$ cat src/rtl/truth_table_sweep_pkg.sv
// Shared definitions for the truth-table sweep stage: FSM encodings,
// vector count, default dwell and a popcount helper for the optional checker.
package truth_table_sweep_pkg;

    typedef enum logic [1:0] {
        ST_IDLE  = 2'd0,
        ST_APPLY = 2'd1,
        ST_DONE  = 2'd2
    } sweep_state_t;

    localparam int N_VEC         = 16;
    localparam int DEFAULT_DWELL = 20;

    function automatic logic [4:0] popcount16(input logic [15:0] v);
        logic [4:0] n;
        n = 5'd0;
        for (int i = 0; i < 16; i++) begin
            n = n + {4'd0, v[i]};
        end
        return n;
    endfunction

endpackage

$ cat src/rtl/truth_table_sweep_dwell_counter.sv
// Dwell counter: counts 0..DWELL-1 while enabled and raises tc on the last
// count, which the sweep uses as its sample strobe.
module truth_table_sweep_dwell_counter #(
    parameter int DWELL = 20
) (
    input  logic clk,
    input  logic rst,
    input  logic clear,
    input  logic en,
    output logic tc
);

    localparam int CW = $clog2(DWELL + 1);

    logic [CW-1:0] count;

    // With DWELL = 1 the count stays at zero and tc follows en directly.
    assign tc = en && (count == CW'(DWELL - 1));

    always_ff @(posedge clk) begin
        if (rst || clear) begin
            count <= '0;
        end else if (en) begin
            count <= tc ? '0 : count + CW'(1);
        end
    end

endmodule

$ cat src/rtl/truth_table_sweep.sv
// Drives all 16 {a,b,c,d} combinations with a fixed dwell and captures f into
// table_out. Define SWEEP_CHECK_EN to add the expected-table comparison ports.
module truth_table_sweep
    import truth_table_sweep_pkg::*;
#(
    parameter int DWELL = DEFAULT_DWELL
) (
    input  logic         clk,
    input  logic         rst,
    input  logic         start,
    output logic         a,
    output logic         b,
    output logic         c,
    output logic         d,
    input  logic         f,
    output logic         busy,
    output logic         done,
    output logic [15:0]  table_out,
    output sweep_state_t state
`ifdef SWEEP_CHECK_EN
    ,
    input  logic [15:0]  expected,
    output logic         mismatch,
    output logic [4:0]   err_count
`endif
);

    localparam logic [3:0] LAST_IDX = 4'(N_VEC - 1);

    sweep_state_t state_q, state_d;
    logic [3:0]   idx_q, idx_d;
    logic [15:0]  table_q, table_d;
    logic         cnt_clear, cnt_en, sample;
    logic         accept, finish;

    truth_table_sweep_dwell_counter #(
        .DWELL(DWELL)
    ) u_dwell (
        .clk  (clk),
        .rst  (rst),
        .clear(cnt_clear),
        .en   (cnt_en),
        .tc   (sample)
    );

    always_comb begin
        state_d   = state_q;
        idx_d     = idx_q;
        table_d   = table_q;
        cnt_clear = 1'b1;
        cnt_en    = 1'b0;
        accept    = 1'b0;
        finish    = 1'b0;
        case (state_q)
            ST_IDLE: begin
                if (start) begin
                    accept  = 1'b1;
                    state_d = ST_APPLY;
                    idx_d   = 4'd0;
                    table_d = 16'h0000;
                end
            end
            ST_APPLY: begin
                cnt_clear = 1'b0;
                cnt_en    = 1'b1;
                if (sample) begin
                    table_d[idx_q] = f;
                    if (idx_q == LAST_IDX) begin
                        finish  = 1'b1;
                        state_d = ST_DONE;
                    end else begin
                        idx_d = idx_q + 4'd1;
                    end
                end
            end
            ST_DONE: begin
                state_d = ST_IDLE;
            end
            default: begin
                state_d = ST_IDLE;
            end
        endcase
    end

    always_ff @(posedge clk) begin
        if (rst) begin
            state_q <= ST_IDLE;
            idx_q   <= 4'd0;
            table_q <= 16'h0000;
        end else begin
            state_q <= state_d;
            idx_q   <= idx_d;
            table_q <= table_d;
        end
    end

    // Stimulus is only driven while applying; IDLE and DONE present zero.
    assign {a, b, c, d} = (state_q == ST_APPLY) ? idx_q : 4'd0;
    assign busy         = (state_q == ST_APPLY);
    assign done         = (state_q == ST_DONE);
    assign table_out    = table_q;
    assign state        = state_q;

`ifdef SWEEP_CHECK_EN
    logic [4:0] diff_bits;
    assign diff_bits = popcount16(table_d ^ expected);

    always_ff @(posedge clk) begin
        if (rst || accept) begin
            err_count <= 5'd0;
            mismatch  <= 1'b0;
        end else if (finish) begin
            err_count <= diff_bits;
            mismatch  <= (diff_bits != 5'd0);
        end
    end
`else
    logic unused_flags;
    assign unused_flags = accept ^ finish;
`endif

endmodule

$ cat config.mk
export PLATFORM = sky130hd
export DESIGN_NAME = truth_table_sweep
export DESIGN_NICKNAME = d
export VERILOG_FILES = /design/src/rtl/truth_table_sweep_pkg.sv /design/src/rtl/truth_table_sweep_dwell_counter.sv /design/src/rtl/truth_table_sweep.sv
export SDC_FILE = /design/constraint.sdc
export NUM_CORES = 1
export LEC_CHECK = 0
export CAP_MARGIN = 20
export CORE_MARGIN = 8
export CORE_UTILIZATION = 25
export CTS_BUF_LIST = sky130_fd_sc_hd__clkbuf_16
export CTS_CLUSTER_SIZE = 12
export DETAILED_ROUTE_END_ITERATION = 7
export DONT_BUFFER_PORTS = 1
export PLACE_DENSITY = 0.46
export SLEW_MARGIN = 0
export SYNTH_ARGS = -nofsm -noshare
export SYNTH_HDL_FRONTEND = slang
export SYNTH_HIERARCHICAL = 1
export SYNTH_SLANG_ARGS = --single-unit
$ cat constraint.sdc
create_clock -name clk -period 2.5 [get_ports clk]
set_input_delay 0.375 -clock clk [delete_from_list [all_inputs] [get_ports clk]]
set_output_delay 0.375 -clock clk [all_outputs]
set_load 0.05 [all_outputs]
== Word-level counts from Yosys, hierarchy flattened ==
Index checks and enable logic that the tools add are counted.

* $add $sub $neg: 2
* Multiply operators: 0
* Div/mod/pow operators: 0
* Order comparisons: 2
* Equal/unequal tests: 8
* Shift-type cells: 0
* Multiplexer cells: 18
* Bitwise gates (word level): 0
* Reduce and logical (&&, ||, !) cells: 8

{| class="wikitable"
|+ Operators by type and width
! operator !! count
|-
| 16-bit 2-to-1 mux || 2
|-
| 16-bit case mux with 2 select lines || 1
|-
| 16-bit bitwise mux || 1
|-
| 4-bit 2-to-1 mux || 4
|-
| 4-bit case mux with 2 select lines || 1
|-
| 2-bit 2-to-1 mux || 3
|-
| 3-bit AND reduction || 2
|-
| 5-bit by 1-bit adder with 5-bit output, second input constant || 1
|-
| 5-bit equality test, second input constant || 1
|-
| 4-bit by 5-bit < comparator with 1-bit output, second input constant || 1
|-
| 5-bit 2-to-1 mux || 1
|-
| 4-bit by 1-bit adder with 4-bit output, second input constant || 1
|-
| 1-bit demux with 4-bit select || 1
|-
| 4-bit equality test, second input constant || 1
|-
| 4-bit by 1-bit >= comparator with 1-bit output, second input constant || 1
|-
| 2-bit by 1-bit inequality test with 1-bit output, second input constant || 2
|-
| 2-bit inequality test, second input constant || 2
|-
| 2-bit case mux with 2 select lines || 1
|-
| 4-bit AND reduction || 1
|-
| 1-bit 2-to-1 mux || 3
|-
| 2-bit by 1-bit equality test with 1-bit output, second input constant || 1
|-
| 2-bit equality test, second input constant || 1
|-
| 1-bit logical AND || 2
|-
| 2-bit logical NOT || 1
|-
| 2 further kinds || 2
|}

* Bits in registers: 27
* Latch bits: 0
* Memory bits (writable): 0
* Memory bits (read-only): 0
* Input bits: 4
* Word-level logic and storage cells: 42
* Memories kept: 0

== Logic depth before layout (Yosys ltp) ==
Gate-level depths: netlist (run 1).

* Depth in word-level cells: 7
* Mapped depth: 10
* Depth with buffers taken out: 6

== Hierarchy ==
The synthesis (run 1) kept the hierarchy.

{| class="wikitable"
|+ By module, submodules not included
! module !! instances !! cells each !! area an instance (um^2) !! sequential area each (um^2)
|-
| truth_table_sweep || 1 || 161 || 1276.2 || 440.4
|-
| truth_table_sweep_dwell_counter || 1 || 27 || 262.8 || 100.1
|}

== Worst setup path after synthesis (run 1) ==
No wires, ideal clock.

* Kind: register -> register
* Start: reg state_q[0], in the netlist state[0]
* End: reg table_q[14], in the netlist table_out[14]
* Library setup time: 74 ps
* Arrival time: 2447 ps
* Data required time: 2426 ps
* Path slack: -21 ps
* Cell stages (with the launch flop): 11
* Path through: dfxtp_1 > buf_4 > and2b_1 > buf_4 > nand2_2 > nor3_4 > and4b_1 > buf_6 > buf_12 > nand4_2 > a31oi_2

* Longest elaborated chain between the ends: 5
* Elaborated cells on any way between the ends: 9

{| class="wikitable"
|+ RTL lines
! item !! line !! text
|-
| from (decl) || truth_table_sweep.sv:30 || <nowiki>sweep_state_t state_q, state_d;</nowiki>
|-
| from (signal assigned) || truth_table_sweep.sv:91 || <nowiki>state_q <= state_d;</nowiki>
|-
| 2-bit by 1-bit equality test with 1-bit output || - ||
|-
| net busy || truth_table_sweep.sv:16 || <nowiki>output logic busy,</nowiki>
|-
| 1-bit 2-to-1 mux || truth_table_sweep.sv:54 || <nowiki>case (state_q)</nowiki>
|-
| 1-bit logical AND || truth_table_sweep_dwell_counter.sv:18 || <nowiki>assign tc = en && (count == CW'(DWELL - 1));</nowiki>
|-
| net sample || truth_table_sweep.sv:33 || <nowiki>logic cnt_clear, cnt_en, sample;</nowiki>
|-
| 2-bit by 1-bit inequality test with 1-bit output (no source line) || - ||
|-
| 3-bit AND reduction (no source line) || - ||
|-
| to (signal assigned) || truth_table_sweep.sv:93 || <nowiki>table_q <= table_d;</nowiki>
|-
| to (decl) || truth_table_sweep.sv:32 || <nowiki>logic [15:0] table_q, table_d;</nowiki>
|}

The timed path passes the listed nets, and every way through them passes these cells.
A chain may end at the register's enable or synchronous reset.

== Final worst setup path (run 1) ==
* Start: reg state_q[0], in the netlist state[0]
* End: out a

* Longest elaborated chain between the ends: 2

{| class="wikitable"
|+ RTL lines
! item !! line !! text
|-
| 2-bit by 1-bit equality test with 1-bit output || truth_table_sweep.sv:98 || <nowiki>assign {a, b, c, d} = (state_q == ST_APPLY) ? idx_q : 4'd0;</nowiki>
|-
| 4-bit 2-to-1 mux || truth_table_sweep.sv:98 ||
|-
| to (decl) || truth_table_sweep.sv:11 || <nowiki>output logic a,</nowiki>
|}

No other way between the ends.

==> results of run 1 <==
[worst max-delay path, cell delays in order (launching register included)]
cell     delay (ps)
dfxtp_2         500
and2b_1         200
buf_4           300
inv_1           220
nor2_1          170
buf_4           220
[cell families after synthesis]
family | Yosys count | share of synthesized area, %
DFF | 27 | 35.1
and+or+nand+nor | 73 | 27.2
xor gates and xnor gates | 2 | 1.14
AOI/OAI and AO/OA | 54 | 22.1
buffers and inverters | 25 | 9.02
muxes | 2 | 1.30
adders and majority gates | 5 | 4.07
[metal layers]
metal	part of all wire (%)	vias to the layer above
met1	48	646
li1	-	689
met2	43	38
met5	0	-
met4	1.3	0
met3	7.4	2
[cell type report]
cell class,instances,area (sq um)
Multi-Input combinational cell,136,860
Inverter,7,26.3
Clock inverter,1,7.51
Fill cell,621,4230
Clock buffer,3,75.1
Tap cell,75,93.8
Sequential cell,27,542
Timing Repair Buffer,11,82.6
[synthesized netlist by cell type, drive strengths merged (5+ instances only)]
cell / n / area (sq um)
inv: 7 / 26.3
o21ai: 20 / 104
nand4: 11 / 75.1
a21o: 6 / 45.0
nor2: 7 / 26.3
nand3b: 6 / 45.0
a31oi: 18 / 119
buf: 10 / 78.8
nand3: 23 / 115
dfxtp: 27 / 541
clkbuf: 8 / 33.8
nand2: 12 / 47.6
ha: 5 / 62.6
[worst max-delay path by stage]
stage                   from  slack [ps]       endpoint
floorplan           state[0]         180  table_out[14]
global placement    state[0]         490              a
detailed placement  state[0]         480              b
CTS                 state[0]         190              b
global route        state[0]         100              c
finish              state[0]         230              a
[flip-flops by register name, indices dropped and copies added, names as in the netlist]
| signal | count |
|---|---|
| table_out | 16 |
| idx_q | 4 |
| u_dwell/count | 5 |
| state | 2 |
[power groups by stage]
stage	logic, uW	registers [uW]	clock network [uW]
3_3_place_gp	40.4	447	0
2_1_floorplan	35.3	447	0
6_report	40.3	437	385
4_1_cts	40.4	437	392
3_5_place_dp	40.4	447	0
5_1_grt	43.8	438	416
[metrics by stage]
step | area [sq um] | total power, uW
after detailed placement | 1600 | 488
after floorplan | 1540 | 483
final | 1690 | 862
after global routing | 1690 | 898
after global placement | 1600 | 488
after CTS | 1690 | 870
==> key figures, run 1 <==
Status
  – Status: completed

STA
  – Final Hold Fails: 0
  – Max Slew Vio Count: 0
  – Fin crit share: 90.8%
  – Final min period: 2270 ps
  – PnR worst setup slack: 231 ps
  – Final Skew: 2.52 ps
  – Setup-failing EPs final: 0
  – Setup tns final: 0 ps
  – Rel. slew slack: 62.1%
  – F_max: 441 MHz
  – Min Hold Slack: 175 ps
  – RSZ-0062 raised after global routing: false
  – Worst-margin pin slew: 568 ps

Global route
  – GR Util met1: 12.8%
  – Vias in the first global route: 1362
  – Gr busiest metal: met2
  – Total GRT Usage: 9.90%
  – Initial antenna violation count: 0
  – Total gr overflow: 0
  – First-pass GRT wire length: 7.14 mm
  – Largest net degree at the start of global routing: 28
  – Met3 usage: 3.25%
  – Met2 Use GR: 14.8%

Logic synthesis
  – Post-Syn Area: 0.00154 sq mm
  – Synth Instances: 188
  – Yosys warns: 6
  – Synth cell types: 42
  – Syn_area_per_cell: 8.19 sq um
  – Post-synth EDFFs: 0
  – Main synth FF type: dfxtp_1
  – Synth Net Count: 197
  – Seq/Total Area, Yosys: 35.1%
  – Asr flop ratio synth: 0%
  – Post-synthesis register bit count: 27

Power and ir drop
  – Pleak: 0.000502 uW
  – Seq pwr share: 50.7%
  – Clk pwr share: 44.6%
  – Switching part of the total: 23.4%
  – Pint: 660 uW
  – NetSw: 202 uW
  – Logic gate share of total power: 4.7%
  – Pwr Density: 511 mW/mm^2
  – Peak VDD IR: 0.246 mV

Finish
  – Final cell utilization of the core: 28.5%
  – Area Overhead vs Synth: 9.59%
  – Inserted Diodes: 0
  – Most frequent cells in the layout: dfxtp_1 (26), nand3_1 (23), o21ai_0 (19)
  – Layout cells sized above 1: 11.9%
  – Most common cell after layout, fill and taps aside: dfxtp_1
  – Final std cells w/o fill: 260
  – Total Nets Final: 195

Clocking
  – Cts repair resizes: 0
  – Root buf cell: clkbuf_16
  – Worst-path clk slew: 70 ps
  – Hold_buf cts: 0
  – Max clock buf depth: 2
  – Worst-Skew Late Latency: 260 ps
  – H-tree depth: 1
  – CTS tree: built
  – Post-CTS setup buffers: 0
  – TritonCTS sink count: 27
  – CTS buffer count: 3

Detailed routing
  – Post-route DRC violation count: 0
  – Antenna-violating nets left: 0
  – Vias per cell: 5.29
  – Starting DRT DRC Count: 94
  – Wire per inst: 16.3 um
  – DR vias: 1375
  – Drt pass-1 iters: 4
  – Final WL: 4.23 mm

Job
  – Reported max-cap violation count: 0

Worst setup path
  – Setup crit start kind: register
  – Reg-to-Reg Start: state[0]
  – Worst reg2reg path depth: 8
  – Crit path max fanout: 15
  – Worst r2r dst: idx_q[3]
  – CP Capture Type: primary output
  – Setup Crit Path Kind: register to primary output
  – Reg2reg setup slack: 500 ps
  – Critical path required time: 2120 ps
  – Arrival time at the worst endpoint: 1890 ps

Die
  – CORE AREA: 0.00592 sq mm
  – Die H: 94.5 um
  – IO Pins: 28
  – Initial core utilization: 26.0%
  – Die width: 94.5 um
  – Area of the die: 0.00892 sq mm
  – Row count: 28

Placement
  – Hpwl dp: 2.80 mm
  – Gpl congestion: 0.751
  – Cells after DPL: 256
  – IO Port Bufs: 0
  – Pre-CTS WS: 484 ps

Hold path
  – Worst hold endpoint: idx_q[0]
  – Worst min path class: primary input to register
  – Hold path depth: 1
  – Min-delay src: rst
No activity file was read; power rests on OpenSTA's default activity.
==> run 2, diff against run 1 <==
--- a/config.mk
+++ b/config.mk
@@ -11,8 +11,8 @@
 export CTS_BUF_LIST = sky130_fd_sc_hd__clkbuf_16
 export CTS_CLUSTER_SIZE = 12
 export DETAILED_ROUTE_END_ITERATION = 7
-export DONT_BUFFER_PORTS = 1
-export PLACE_DENSITY = 0.46
+export PLACE_DENSITY = 0.52
+export SKIP_CTS_REPAIR_TIMING = 1
 export SLEW_MARGIN = 0
 export SYNTH_ARGS = -nofsm -noshare
 export SYNTH_HDL_FRONTEND = slang
==> key figures, run 2 (synthesized netlist as in run 1, its figures left out) <==
STA
  – F_max: 480 MHz (was 441 MHz)
  – Max Slew Vio Count: 0 (unchanged)
  – Setup tns final: 0 ps (unchanged)
  – Setup-failing EPs final: 0 (unchanged)
  – RSZ-0062 raised after global routing: false (unchanged)
  – Worst-margin pin slew: 646 ps (was 568 ps)
  – Final min period: 2080 ps (was 2270 ps)
  – PnR worst setup slack: 415 ps (was 231 ps)
  – Fin crit share: 83.4% (was 90.8%)
  – Final Skew: 2.78 ps (was 2.52 ps)
  – Rel. slew slack: 56.9% (was 62.1%)
  – Final Hold Fails: 0 (unchanged)

Detailed routing
  – Final WL: 4.33 mm (was 4.23 mm)
  – DR vias: 1457 (was 1375)
  – Wire per inst: 15.3 um (was 16.3 um)
  – Post-route DRC violation count: 0 (unchanged)
  – Drt pass-1 iters: 4 (unchanged)
  – Antenna-violating nets left: 0 (unchanged)
  – Vias per cell: 5.13 (was 5.29)
  – Starting DRT DRC Count: 150 (was 94)

Finish
  – Most common cell after layout, fill and taps aside: dfxtp_1 (unchanged)
  – Fillers: 619 (was 621)
  – Total Nets Final: 219 (was 195)
  – FF+latch area: 542 sq um (unchanged)
  – Layout cells sized above 1: 12.0% (was 11.9%)
  – Area Overhead vs Synth: 28.6% (was 9.59%)
  – Inserted Diodes: 0 (unchanged)
  – Most frequent cells in the layout: dfxtp_1 (26), nand3_1 (23), clkdlybuf4s50_1 (21) (was dfxtp_1 (26), nand3_1 (23), o21ai_0 (19))
  – Multi-input gate area: 860 sq um (unchanged)
  – Max FFs per register: 16 (unchanged)

Status
  – Status: completed (unchanged)

Clocking
  – Worst-Skew Late Latency: 270 ps (was 260 ps)
  – H-tree depth: 1 (unchanged)
  – Worst-path clk slew: 70 ps (about the same)
  – CTS buffer count: 3 (unchanged)
  – Max clock buf depth: 2 (unchanged)
  – CTS tree: built (unchanged)
  – Root buf cell: clkbuf_16 (unchanged)
  – TritonCTS sink count: 27 (unchanged)

Die
  – IO Pins: 28 (unchanged)
  – CORE AREA: 0.00592 sq mm (unchanged)
  – Die width: 94.5 um (unchanged)
  – Initial core utilization: 26.0% (unchanged)
  – Row count: 28 (unchanged)
  – Die H: 94.5 um (unchanged)
  – Area of the die: 0.00892 sq mm (unchanged)

Job
  – Reported max-cap violation count: 0 (unchanged)

Worst setup path
  – Arrival time at the worst endpoint: 1710 ps (was 1890 ps)
  – Setup Crit Path Kind: register to primary output (unchanged)
  – Setup crit start kind: register (unchanged)
  – Crit path max fanout: 26 (was 15)
  – CP Capture Type: primary output (unchanged)
  – Critical path required time: 2120 ps (about the same)

Power and ir drop
  – Pleak: 0.000608 uW (was 0.000502 uW)
  – Pwr Density: 446 mW/mm^2 (was 511 mW/mm^2)
  – Peak VDD IR: 0.250 mV (was 0.246 mV)

Placement
  – Pre-CTS WS: 578 ps (was 484 ps)
  – Hpwl dp: 2.91 mm (was 2.80 mm)
  – IO Port Bufs: 27 (was 0)
  – Gpl congestion: 0.701 (was 0.751)

Global route
  – Vias in the first global route: 1306 (was 1362)
  – Initial antenna violation count: 0 (unchanged)
  – Total gr overflow: 0 (unchanged)
  – First-pass GRT wire length: 7.04 mm (was 7.14 mm)
  – Largest net degree at the start of global routing: 27 (was 28)
  – Total GRT Usage: 9.87% (was 9.90%)

Hold path
  – Worst min path class: register to register (was primary input to register)
run 2: cell count changes in the layout (fill, tap and decap cells not counted), sizes merged:
cell           delta
clkdlybuf4s50    +21
buf               +3
clkinv            +1
clkinvlp          -1
run 2: path summary, 6_finish.rpt:
| path | startpoint | end | slack [ps] | cells past startpoint |
|---|---|---|---|---|
| hold / removal | u_dwell/count[4] | u_dwell/count[4] | 490 | 2 |
| hold reg to reg | u_dwell/count[4] | u_dwell/count[4] | 490 | 2 |
| setup / recovery | state[1] | state[1] | 420 | 2 |
| setup reg to reg | u_dwell/count[0] | table_out[15] | 550 | 6 |
run 2: final cells by class:
cell class | count | area share (%)
Sequential cell | 27 | 27.4
Clock buffer | 3 | 3.79
Inverter | 7 | 1.33
Tap cell | 75 | 4.74
Clock inverter | 1 | 0.253
Timing Repair Buffer | 35 | 19.1
Multi-Input combinational cell | 136 | 43.4
run 2: stage by stage:
stage | area, sq um | total power, uW | instances | hold slack [ps] | util [%]
2_1_floorplan | 1540 | 483 | 188 | 449 | -
3_3_place_gp | 1900 | 511 | 280 | 474 | 32.1
3_5_place_dp | 1900 | 510 | 280 | 486 | 32.1
4_1_cts | 1980 | 896 | 284 | 496 | 33.4
5_1_grt | 1980 | 915 | 284 | 524 | 33.4
6_report | 1980 | 883 | 284 | 494 | 33.4
run 2: power by group:
group          internal, uW  total (uW)  switching (uW)
sequential              432         433            1.04
clock                   217         384             167
combinational          22.8        66.4            43.6
total                   671         883             211
run 2: metal layers:
metal | GRT usage [%] | vias to the layer above | part of all wire, %
met1 | 13.0 | 670 | 47
li1 | - | 740 | -
met3 | 1.98 | 5 | 6.7
met2 | 14.9 | 42 | 44
met5 | 0 | - | 0
met4 | 5.07 | 0 | 2.0
run 2: worst max-delay path, stage by stage (launching register included):
cell,delay (ps)
dfxtp_1,320
buf_4,260
clkdlybuf4s50_1,860
